$ cat src/rtl/otter_pkg.sv
// Shared OTTER core definitions: pc_source encoding, redirect squash states and reset PC.
package otter_pkg;

   localparam logic [31:0] DEFAULT_RESET_VECTOR = 32'h0000_0000;

   typedef enum logic [2:0] {
      PC_PLUS4  = 3'd0,
      PC_JALR   = 3'd1,
      PC_BRANCH = 3'd2,
      PC_JAL    = 3'd3,
      PC_MTVEC  = 3'd4,
      PC_MEPC   = 3'd5
   } pcsrc_t;

   typedef enum logic [1:0] {
      SQ_RUN    = 2'd0,
      SQ_HOLD   = 2'd1,
      SQ_ACTIVE = 2'd2
   } squash_state_t;

endpackage

$ cat src/rtl/pc_target_mux.sv
// Redirect target select for the fetch PC; jalr targets are halfword-aligned by clearing bit 0.
module pc_target_mux
   import otter_pkg::*;
(
   input  logic [2:0]  pc_source,
   input  logic [31:0] jalr_target,
   input  logic [31:0] branch_target,
   input  logic [31:0] jal_target,
   input  logic [31:0] mtvec,
   input  logic [31:0] mepc,
   output logic [31:0] target
);

   always_comb begin
      target = '0;
      case (pc_source)
         PC_JALR:   target = {jalr_target[31:1], 1'b0};
         PC_BRANCH: target = branch_target;
         PC_JAL:    target = jal_target;
         PC_MTVEC:  target = mtvec;
         PC_MEPC:   target = mepc;
         default:   target = '0;
      endcase
   end

endmodule

$ cat src/rtl/pc_redirect_unit.sv
// Fetch PC owner: applies each EX redirect once, buffers it while imem is busy,
// and raises squash_ex for the wrong-path instructions that follow into EX.
module pc_redirect_unit
   import otter_pkg::*;
#(
   parameter logic [31:0] RESET_VECTOR = DEFAULT_RESET_VECTOR,
   parameter int          SQUASH_DEPTH = 2
) (
   input  logic        CLK,
   input  logic        RST_N,
   input  logic [2:0]  pc_source,
   input  logic [31:0] jalr_target,
   input  logic [31:0] branch_target,
   input  logic [31:0] jal_target,
   input  logic [31:0] mtvec,
   input  logic [31:0] mepc,
   input  logic        stall_ex,
   input  logic        stall_if,
   input  logic        imem_ready,
   output logic [31:0] pc,
   output logic [31:0] pc_plus4,
   output logic        imem_req,
   output logic        squash_ex,
   output logic        flush_if_id,
   output logic        flush_id_ex,
   output logic        redirect_pending,
   output logic [1:0]  squash_state
);

   localparam logic [3:0] SQ_LOAD = 4'(SQUASH_DEPTH - 1);

   squash_state_t state, state_nxt;
   logic [3:0]    sq_cnt, sq_cnt_nxt;
   logic [31:0]   target;
   logic [31:0]   pending_target;
   logic          redirect_req;
   logic          accept;

   pc_target_mux u_target_mux (
      .pc_source     (pc_source),
      .jalr_target   (jalr_target),
      .branch_target (branch_target),
      .jal_target    (jal_target),
      .mtvec         (mtvec),
      .mepc          (mepc),
      .target        (target)
   );

   // Reserved codes 6/7 fall outside this range and behave as PC+4.
   assign redirect_req = (pc_source >= PC_JALR) && (pc_source <= PC_MEPC);
   assign accept       = redirect_req && (state == SQ_RUN) && !squash_ex;
   assign flush_if_id  = accept;
   assign flush_id_ex  = accept;
   assign pc_plus4     = pc + 32'd4;
   assign squash_state = state;

   always_comb begin
      state_nxt  = state;
      sq_cnt_nxt = sq_cnt;
      case (state)
         SQ_RUN: begin
            if (accept) begin
               if (stall_ex) begin
                  state_nxt = SQ_HOLD;
               end else begin
                  state_nxt  = (SQUASH_DEPTH == 0) ? SQ_RUN : SQ_ACTIVE;
                  sq_cnt_nxt = SQ_LOAD;
               end
            end
         end
         SQ_HOLD: begin
            if (!stall_ex) begin
               state_nxt  = (SQUASH_DEPTH == 0) ? SQ_RUN : SQ_ACTIVE;
               sq_cnt_nxt = SQ_LOAD;
            end
         end
         SQ_ACTIVE: begin
            if (!stall_ex) begin
               if (sq_cnt == 4'd0) state_nxt = SQ_RUN;
               else                sq_cnt_nxt = sq_cnt - 4'd1;
            end
         end
         default: state_nxt = SQ_RUN;
      endcase
   end

   always_ff @(posedge CLK or negedge RST_N) begin
      if (!RST_N) begin
         state     <= SQ_RUN;
         sq_cnt    <= '0;
         squash_ex <= 1'b0;
      end else begin
         state     <= state_nxt;
         sq_cnt    <= sq_cnt_nxt;
         squash_ex <= (state_nxt == SQ_ACTIVE);
      end
   end

   // imem_ready qualifies every PC update; imem_req stays high outside reset so
   // the memory always sees a live request. A pending redirect overrides stall_if.
   always_ff @(posedge CLK or negedge RST_N) begin
      if (!RST_N) begin
         pc               <= RESET_VECTOR;
         pending_target   <= '0;
         redirect_pending <= 1'b0;
         imem_req         <= 1'b0;
      end else begin
         imem_req <= 1'b1;
         if (accept) begin
            if (imem_ready) begin
               pc               <= target;
               redirect_pending <= 1'b0;
            end else begin
               pending_target   <= target;
               redirect_pending <= 1'b1;
            end
         end else if (redirect_pending) begin
            if (imem_ready) begin
               pc               <= pending_target;
               redirect_pending <= 1'b0;
            end
         end else if (imem_ready && !stall_if) begin
            pc <= pc_plus4;
         end
      end
   end

endmodule
$ cat config.mk
export PLATFORM = sky130hd
export DESIGN_NAME = pc_redirect_unit
export DESIGN_NICKNAME = d
export VERILOG_FILES = /design/src/rtl/otter_pkg.sv /design/src/rtl/pc_target_mux.sv /design/src/rtl/pc_redirect_unit.sv
export SDC_FILE = /design/constraint.sdc
export NUM_CORES = 1
export LEC_CHECK = 0
export CAP_MARGIN = 20
export CORE_ASPECT_RATIO = 1.4
export CORE_MARGIN = 5
export CORE_UTILIZATION = 34
export DETAILED_ROUTE_END_ITERATION = 7
export GPL_TIMING_DRIVEN = 0
export PLACE_DENSITY = 0.79
export SKIP_LAST_GASP = 1
export SYNTH_ARGS = -nofsm -noshare
export SYNTH_HDL_FRONTEND = slang
export SYNTH_SLANG_ARGS = --single-unit
$ cat constraint.sdc
create_clock -name CLK -period 3.5 [get_ports CLK]
set_input_delay 0.525 -clock CLK [delete_from_list [all_inputs] [get_ports CLK]]
set_output_delay 0.525 -clock CLK [all_outputs]
set_load 0.005 [all_outputs]
# --- Yosys cells after proc, flatten, opt, wreduce, memory -nomap -nowiden ---
# Cells that the tools add are included.
classes:
  addsub: 2
  magnitude_cmp: 2
  n_eq_ne: 13
  mux: 20
  n_bitwise: 1
  n_reduce_logical: 13
ops:
  columns: ["cell", "n"]
  rows:
  - ["$mux 32", 5]
  - ["$pmux 32 s5", 1]
  - ["$add 32x3->32 const B", 1]
  - ["$mux 4", 4]
  - ["$pmux 4 s3", 1]
  - ["$mux 2", 5]
  - ["$ne 2x2->1 const B", 5]
  - ["$eq 3x2->1 const B", 2]
  - ["$eq 3x3->1 const B", 2]
  - ["$pmux 2 s3", 1]
  - ["$reduce_bool 3->1", 2]
  - ["$eq 2x2->1 const B", 2]
  - ["$logic_and 1x1->1", 4]
  - ["$logic_not 4->1", 1]
  - ["$reduce_and 4->1", 1]
  - ["$sub 4x1->4 const B", 1]
  - ["$eq 3x1->1 const B", 1]
  - ["$ge 3x1->1 const B", 1]
  - ["$le 3x3->1 const B", 1]
  - ["$mux 1", 3]
  - ["$reduce_and 3->1", 1]
  - ["$eq 2x1->1 const B", 1]
  - ["$logic_not 1->1", 2]
  - ["$logic_not 2->1", 1]
  - ["2 further kinds", 2]
totals:
  register_bits: 73
  input_bits: 168
  out_inout_bits: 71
  elab_cells: 58

# --- Depth between registers and ports, before layout ---
# Gate-level depths: netlist of run 1.
depth:
  word_depth: 7
  depth_mapped: 8
  mapped_depth_nobuf: 7

# --- Cells and area by module ---
# Synthesis of run 1 repeated with hierarchy kept, for this count alone.
hier_totals:
  hier_cells: 571
  area_unflattened_um2: 5346.4
modules_own_cells:
  columns: ["module", "n_inst", "cells_each", "area_each_um2", "seq_area_each_um2"]
  rows:
  - ["pc_redirect_unit", 1, 452, 4279.1, 1826.8]
  - ["pc_target_mux", 1, 119, 1067.3, 0.0]

# --- Least setup slack after synthesis of run 1 ---
# No wires, ideal clock.
synth_timing:
  path_kind: "flip-flop to output port"
  from: "register pc[7]"
  to: "output pc_plus4[26]"
  arrival_ps: 1816
  required_ps: 2975
  slack_ps: 1159
  path_stages_with_launch: 7
  n_path_buf: 1
  cell_sequence: "dfrtp_1 clkbuf_2 nand4_2 or4_4 nor3_4 nand3_1 xnor2_1"
synth_between:
  elab_chain_len: 1
synth_rtl:
  columns: ["element", "line", "source"]
  rows:
  - ["start, declared", "pc_redirect_unit.sv:20", "output logic [31:0] pc,"]
  - ["start signal, assigned", "pc_redirect_unit.sv:111", "pc <= target;"]
  - ["start signal, assigned", "pc_redirect_unit.sv:119", "pc <= pending_target;"]
  - ["start signal, assigned", "pc_redirect_unit.sv:123", "pc <= pc_plus4;"]
  - ["$add 32x3->32", "pc_redirect_unit.sv:54", "assign pc_plus4 = pc + 32'd4;"]
  - ["end, declared", "pc_redirect_unit.sv:21", "output logic [31:0] pc_plus4,"]
# No other way between the ends.

# --- Worst setup path after layout of run 1 ---
layout_timing:
  from: "input pc_source[2]"
  to: "output flush_if_id"
layout_between:
  elab_chain_len: 4
  elab_cells_between_ends: 5
  classes_between: "2 x order compare; 3 x reduce/logical"
layout_rtl:
  columns: ["element", "line", "source"]
  rows:
  - ["start, declared", "pc_redirect_unit.sv:11", "input logic [2:0] pc_source,"]
  - ["$ge 3x1->1 / $le 3x3->1 (equally long branches)", "pc_redirect_unit.sv:50", "assign redirect_req = (pc_source >= PC_JALR) && (pc_source <= PC_MEPC);"]
  - ["$logic_and 1x1->1 (*)", "pc_redirect_unit.sv:50", null]
  - ["$logic_and 1x1->1 (*) (2 in series)", "pc_redirect_unit.sv:51", "assign accept = redirect_req && (state == SQ_RUN) && !squash_ex;"]
  - ["end, declared", "pc_redirect_unit.sv:24", "output logic flush_if_id,"]
# Mark *: on every way between the ends. The rest lies on a longest branch, timed or not.

==> results of run 1 <==
-- metal layers --
layer	global-route usage, %	vias up	routed length, um
met5	0	-	0
met1	27.6	2948	8200
met3	4.41	54	1840
met2	40.9	304	11400
li1	-	2851	-
met4	9.92	0	853
-- power groups by stage --
stage               Clock [mW]  Combinational (mW)  Sequential, mW
floorplan                    0                1.43            1.55
global placement             0                2.84            1.64
detailed placement           0                2.89            1.66
CTS                      0.908                2.90            1.65
global route             0.940                3.14            1.73
finish                   0.906                2.89            1.68
-- synth_stat cells (3+ instances only) --
cell type   n
nand2b_1   24
o21a_1     11
a21oi_1    29
dfrtp_1    73
buf_1       3
o211ai_1   16
buf_2       8
a22oi_1     4
and2_1      3
o221ai_1    6
mux2_2      6
or2_2       4
nor3b_1     3
xor2_1      8
o21bai_1    5
a21o_1      4
clkbuf_1   33
o2bb2ai_1  11
nand2_1    78
a31oi_1    12
mux4_2      3
nand3_1    29
nand3b_1    3
a221oi_1   15
inv_1      18
a2bb2oi_1   4
nor2_1     26
nor4_1      4
nor3_1      7
nor4b_1     3
xnor2_1    16
mux2i_1    34
o21ai_0    44
ha_1        3
a211oi_1    8
a221o_1     9
buf_4       3
nor2b_1     4
and4_1      4
nand4_1    10
-- cell usage in the layout, fill, tap and decap left out, types with 4 or more instances in the layout --
master	count
clkdlybuf4s50_1	236
nand2_1	78
dfrtp_1	72
o21ai_0	44
mux2i_1	34
clkbuf_1	33
a21oi_1	29
nand3_1	28
nor2_1	26
nand2b_1	24
inv_1	18
xnor2_1	16
o211ai_1	16
a221oi_1	15
a31oi_1	12
o2bb2ai_1	11
o21a_1	11
nand4_1	10
a221o_1	9
clkbuf_16	9
buf_2	8
xor2_1	8
a211oi_1	8
nor3_1	6
mux2_2	6
o221ai_1	6
o21bai_1	5
nor2b_1	4
or2_2	4
and4_1	4
nor4_1	4
a21o_1	4
a2bb2oi_1	4
a22oi_1	4
buf_4	4
-- cell type report --
class	count	area (um2)	share of cell area, %
timing repair buffer	239	2410	28.8
buffer	47	200	2.40
sequential	73	1830	21.9
antenna	1	2.50	0.0300
clock inverter	3	42.5	0.509
tap	196	245	2.94
clock buffer	11	243	2.91
multi-input combinational	489	3310	39.7
inverter	19	71.3	0.854
-- timing repair --
item	CTS	global route
resized for setup	1	4
hold buffers	1	0
cloned	0	0
endpoints found under the setup margin	3	5
setup buffers	0	0
endpoints found under the hold margin	5	0
-- through the flow --
stage               power (mW)  hold slack (ps)  worst slack, ps
floorplan                 2.98              229             1160
global placement          4.48              456             -607
detailed placement        4.55              348             -292
CTS                       5.46              477             15.0
global route              5.81              492            -12.6
finish                    5.47              477              104
-- how the worst max path moves through the flow --
stage          slack, ps            to          from  cells after the start
2_1_floorplan       1160  pc_plus4[26]         pc[7]                      6
3_3_place_gp        -610      imem_req         RST_N                      1
3_5_place_dp        -290   flush_if_id  pc_source[2]                      8
4_1_cts               20  pc_plus4[26]         pc[2]                      7
5_1_grt              -10  pc_plus4[31]         pc[7]                      6
6_report             100   flush_if_id  pc_source[2]                      7
-- logic make-up (layout without fill, tap and decap cells) --
kind of cell,count (synthesis),count (layout),share of synthesized area (%)
buffers and inverters,68,319,5.17
multiplexers,43,43,8.80
AO/OA/AOI/OAI,198,198,25.6
adder cells (fa/ha/maj),3,3,0.695
XOR/XNOR,24,24,3.89
other,1,2,0.0694
AND/OR/NAND/NOR,220,220,21.9
flip-flops,73,73,33.8
-- registers in the layout (all words and copies together) (netlist names) --
signal and flops:
pending_target 32, squash_ex 1, squash_state 2, sq_cnt 4, redirect_pending 1, pc 32, imem_req 1
-- worst min-delay path, delay by kind of cell (launching register included) --
kind / cells / cell delay, ps
DFF: 1 / 340
and+or+nand+nor: 2 / 110
==> reports/metrics.csv, run 1 <==
metric,value,unit
post-synthesis cell type count,70,
DRC,0,
first drt pass iteration count,5,
hold crit path type,flip-flop to flip-flop,
initial antenna violation count,1,
leakage,3.31,nW
Slew @ Worst Pin,789,ps
routability cong.,0.931,
fin crit share,97.0,%
Max-Cap Viols,0,
die height,159,um
post-route cell area,0.00835,mm2
Max Clock Freq,294,MHz
final hold viol count,0,
reg2reg setup slack,770,ps
Pint,3.29,mW
Netlist Area Pre-Place,0.00540,mm2
I/O pins,239,
CP Buf/Inv Count,5,
min Tclk post-route,3400,ps
"Critical Path, Cell by Cell",clkdlybuf4s50_1 -> or3_1 -> nand3_2 -> inv_1 -> buf_2 -> buf_4 -> clkdlybuf4s50_1,
clock slew at reported path FFs,60,ps
I/O Buffers,237,
final WL,22300,um
TritonCTS buffer count,9,
global-route wire length before repair,34200,um
setup TNS,0,ps
dpl cells,1064,
worst hold start,pending_target[4],
# clock sinks,73,
GRT Resource Usage Total,23.5,%
clock buffer depth,2,
Worst path slowest cell,clkdlybuf4s50_1,
Die ar.,0.0185,mm2
cells after synthesis,630,
Nets,1049,
Worst setup EP type,output port,
status,finished clean,
vias in the first global route,6212,
die width,117,um
Final Util,53.5,%
peak supply drop,0.312,mV
clk_lat worst skew,330,ps
"Slew Viols, Final",0,
syn_area_per_cell,8.57,um2
endpoint of the worst hold path,pending_target[4],
layout cells sized above 1,6.92,%
Synthesized Nets,801,
DR WL/cell,20.7,um
Slew headroom,47.4,%
Worst Path Max Fanout,20,
Layout Skew,6.61,ps
"EDFF count, synth",0,
placed inst area,0.00804,mm2
Comb pwr share,52.8,%
"CP delay by family, top",buffers and inverters,
CP peak stage delay,610,ps
top_reg_cell synth,dfrtp_1,
final setup violation count,0,
DR iter-0 viols,487,
sequential area share after synthesis,33.8,%
via count,6157,
# rows,54,
area grow syn2layout,54.7,%
global route overflow,0,
# fillers,1451,
top cell type's share of synthesized area,33.8,%
vias per cell,5.71,
dpl hpwl,18400,um
CP arrival,2870,ps
Worst Path Required,2970,ps
Power Density,655,mW/mm2
CTS tree,yes,
Yosys reg bits,73,
CORE AREA,0.0156,mm2
hold path cells,2,
Crit path top cell by count,clkdlybuf4s50_1,
reg2reg path depth,6,
largest net degree at the start of global routing,69,
yosys synthesis warning count,0,
startpoint types,primary input,
worst flop-to-flop path endpoint,pc[22],
Seq pwr share,30.6,%
Post-DRT Antenna Nets,0,
CTS Root Cell,clkbuf_16,
Initial Utilization,34.6,%
Sw Ratio,39.8,%
H-tree Lvls,3,
clock share of power,16.6,%
switching pwr,2.18,mW
WS Path Type,primary input to output port,
asr flop ratio synth,100,%
FF-to-FF Start,squash_state[1],
top post-synthesis cells by area,"dfrtp_1 (34%), mux2i_1 (6.3%), nand2_1 (5.4%), o21ai_0 (4.1%), nand2b_1 (2.8%)",
RSZ-0062 raised after global routing,true,
"non-filler cells, final",1078,
Synth area leader,dfrtp_1,
Power figures use the tool's default switching activity.
==> inputs of run 2 (changes only) <==
--- a/config.mk
+++ b/config.mk
@@ -10,8 +10,9 @@
 export CORE_MARGIN = 5
 export CORE_UTILIZATION = 34
 export DETAILED_ROUTE_END_ITERATION = 7
+export DONT_BUFFER_PORTS = 1
 export GPL_TIMING_DRIVEN = 0
-export PLACE_DENSITY = 0.79
+export PLACE_DENSITY = 0.6
 export SKIP_LAST_GASP = 1
 export SYNTH_ARGS = -nofsm -noshare
 export SYNTH_HDL_FRONTEND = slang
==> run 2 against run 1 <==
  * Final cell count is 22% lower
  * Sequential cell count stayed put
  * Final area is 29% lower
  * First-iteration DRC count down 17%
  * Sequential power grew 2%
  * Global-route usage decreased by 0.66 points
  * Maximum frequency up 3.6%
==> reports/metrics.csv, run 2 (synthesis gave the netlist of run 1 again) <==
metric,value,unit,change
"Slew Viols, Final",0,,unchanged
dpl hpwl,18000,um,-2.0%
DRC,0,,unchanged
leakage,2.38,nW,-28%
die height,159,um,unchanged
"commonest cells after routing, fill and taps aside","nand2_1 (78), dfrtp_1 (73), o21ai_0 (44)",,
H-tree Lvls,3,,unchanged
# rows,54,,unchanged
via count,5198,,-16%
DR iter-0 viols,403,,-17%
peak supply drop,0.326,mV,+4.7%
final setup violation count,0,,unchanged
vias per cell,6.17,,+8.0%
final WL,21600,um,-3.0%
vias in the first global route,5444,,-12%
CTS Root Cell,clkbuf_16,,
setup TNS,0,ps,unchanged
I/O Buffers,0,,-100%
area grow syn2layout,9.94,%,
clk_lat worst skew,330,ps,about the same
CORE AREA,0.0156,mm2,unchanged
fin crit share,93.7,%,-3.4 points
Worst setup EP type,output port,,
final worst setup slack,222,ps,+118 ps
CTS tree,yes,,
I/O pins,239,,unchanged
min Tclk post-route,3280,ps,-118 ps
Worst Path Max Fanout,11,,-45%
startpoint types,flip-flop,,
CP arrival,2750,ps,-120 ps
clock buffer depth,2,,unchanged
DR WL/cell,25.6,um,+24%
# clock sinks,73,,unchanged
global-route wire length before repair,32100,um,-6.0%
post-route cell area,0.00594,mm2,-29%
Slew headroom,47.3,%,-0.10 points
placed inst area,0.00565,mm2,-30%
Layout Skew,11.8,ps,+5.16 ps
GRT Resource Usage Total,22.8,%,-0.66 points
CTS resizes,0,,-1
Power Density,759,mW/mm2,+16%
hold crit path type,primary input to asynchronous set/reset pin,,
Worst Path Required,2970,ps,about the same
Slew @ Worst Pin,791,ps,+1.55 ps
initial antenna violation count,0,,-1
"worst slack, placed",415,ps,+707 ps
antenna diode instance count,0,,-1
largest net degree at the start of global routing,74,,+7.2%
layout cells sized above 1,8.81,%,+1.9 points
Initial Utilization,34.6,%,unchanged
RSZ-0062 raised after global routing,false,,
Post-DRT Antenna Nets,0,,unchanged
WS Path Type,flip-flop to output port,,
routability cong.,0.910,,-2.2%
largest registers,"pc (32), pending_target (32), sq_cnt (4)",,
clock slew at reported path FFs,60,ps,about the same
"most common cell after layout, fill and taps aside",nand2_1,,
Nets,813,,-22%
TritonCTS buffer count,9,,unchanged
Max-Cap Viols,0,,unchanged
Max Clock Freq,305,MHz,+3.6%
die width,117,um,unchanged
global route overflow,0,,unchanged
Hold WS,63.6,ps,-414 ps
status,finished clean,,
Die ar.,0.0185,mm2,unchanged
first drt pass iteration count,5,,unchanged
final hold viol count,0,,unchanged
run 2: power breakdown:
part / switching [mW] / internal, mW
Clock: 0.360 / 0.475
Combinational: 1.22 / 0.733
Sequential: 0.504 / 1.22
Total: 2.08 / 2.43
run 2: path summary, 6_finish.rpt:
check / start / end / slack [ps] / cells after the start
worst max-delay path: squash_state[1] / flush_if_id / 220 / 6
worst min-delay path: RST_N / imem_req / 60 / 1
worst max register to register: squash_state[1] / pc[22] / 650 / 6
worst min register to register: pending_target[8] / pending_target[8] / 470 / 2
max in group asynchronous: RST_N / pc[26] / 3100 / 1
min in group CLK: stall_ex / sq_cnt[3] / 410 / 2
run 2: final cells by class:
class                      count  area (um2)
clock inverter                 6        35.0
timing repair buffer           1        27.5
tap                          196         245
clock buffer                  10         229
sequential                    73        1830
multi-input combinational    489        3290
inverter                      19        71.3
buffer                        49         208
fill                        1597        9670
run 2: timing repair:
item	in CTS	in global routing
hold buffers	1	0
buffers inserted	0	0
endpoints found under the hold margin	73	0
run 2: metrics by stage:
| step | std cells | util (%) | power (mW) |
|---|---|---|---|
| 6_report | 843 | 38.0 | 4.51 |
| 3_5_place_dp | 826 | 36.2 | 3.66 |
| 3_3_place_gp | 826 | 36.2 | 3.60 |
| 2_1_floorplan | 630 | - | 2.98 |
| 5_1_grt | 843 | 38.0 | 4.83 |
| 4_1_cts | 843 | 38.0 | 4.52 |
run 2: layer usage:
| metal | global-route usage (%) | wire, um | up-vias |
|---|---|---|---|
| met5 | 0 | 0 | - |
| met1 | 26.0 | 7940 | 2505 |
| met4 | 10.6 | 992 | 0 |
| li1 | - | - | 2373 |
| met2 | 39.1 | 11000 | 277 |
| met3 | 6.01 | 1700 | 43 |
run 2: worst max-delay path: stages, from the launching register on:
cell and delay [ps]:
dfrtp_1 470, nor3_1 370, nand3_2 280, inv_1 230
buf_2 280, buf_1 550, buf_4 220
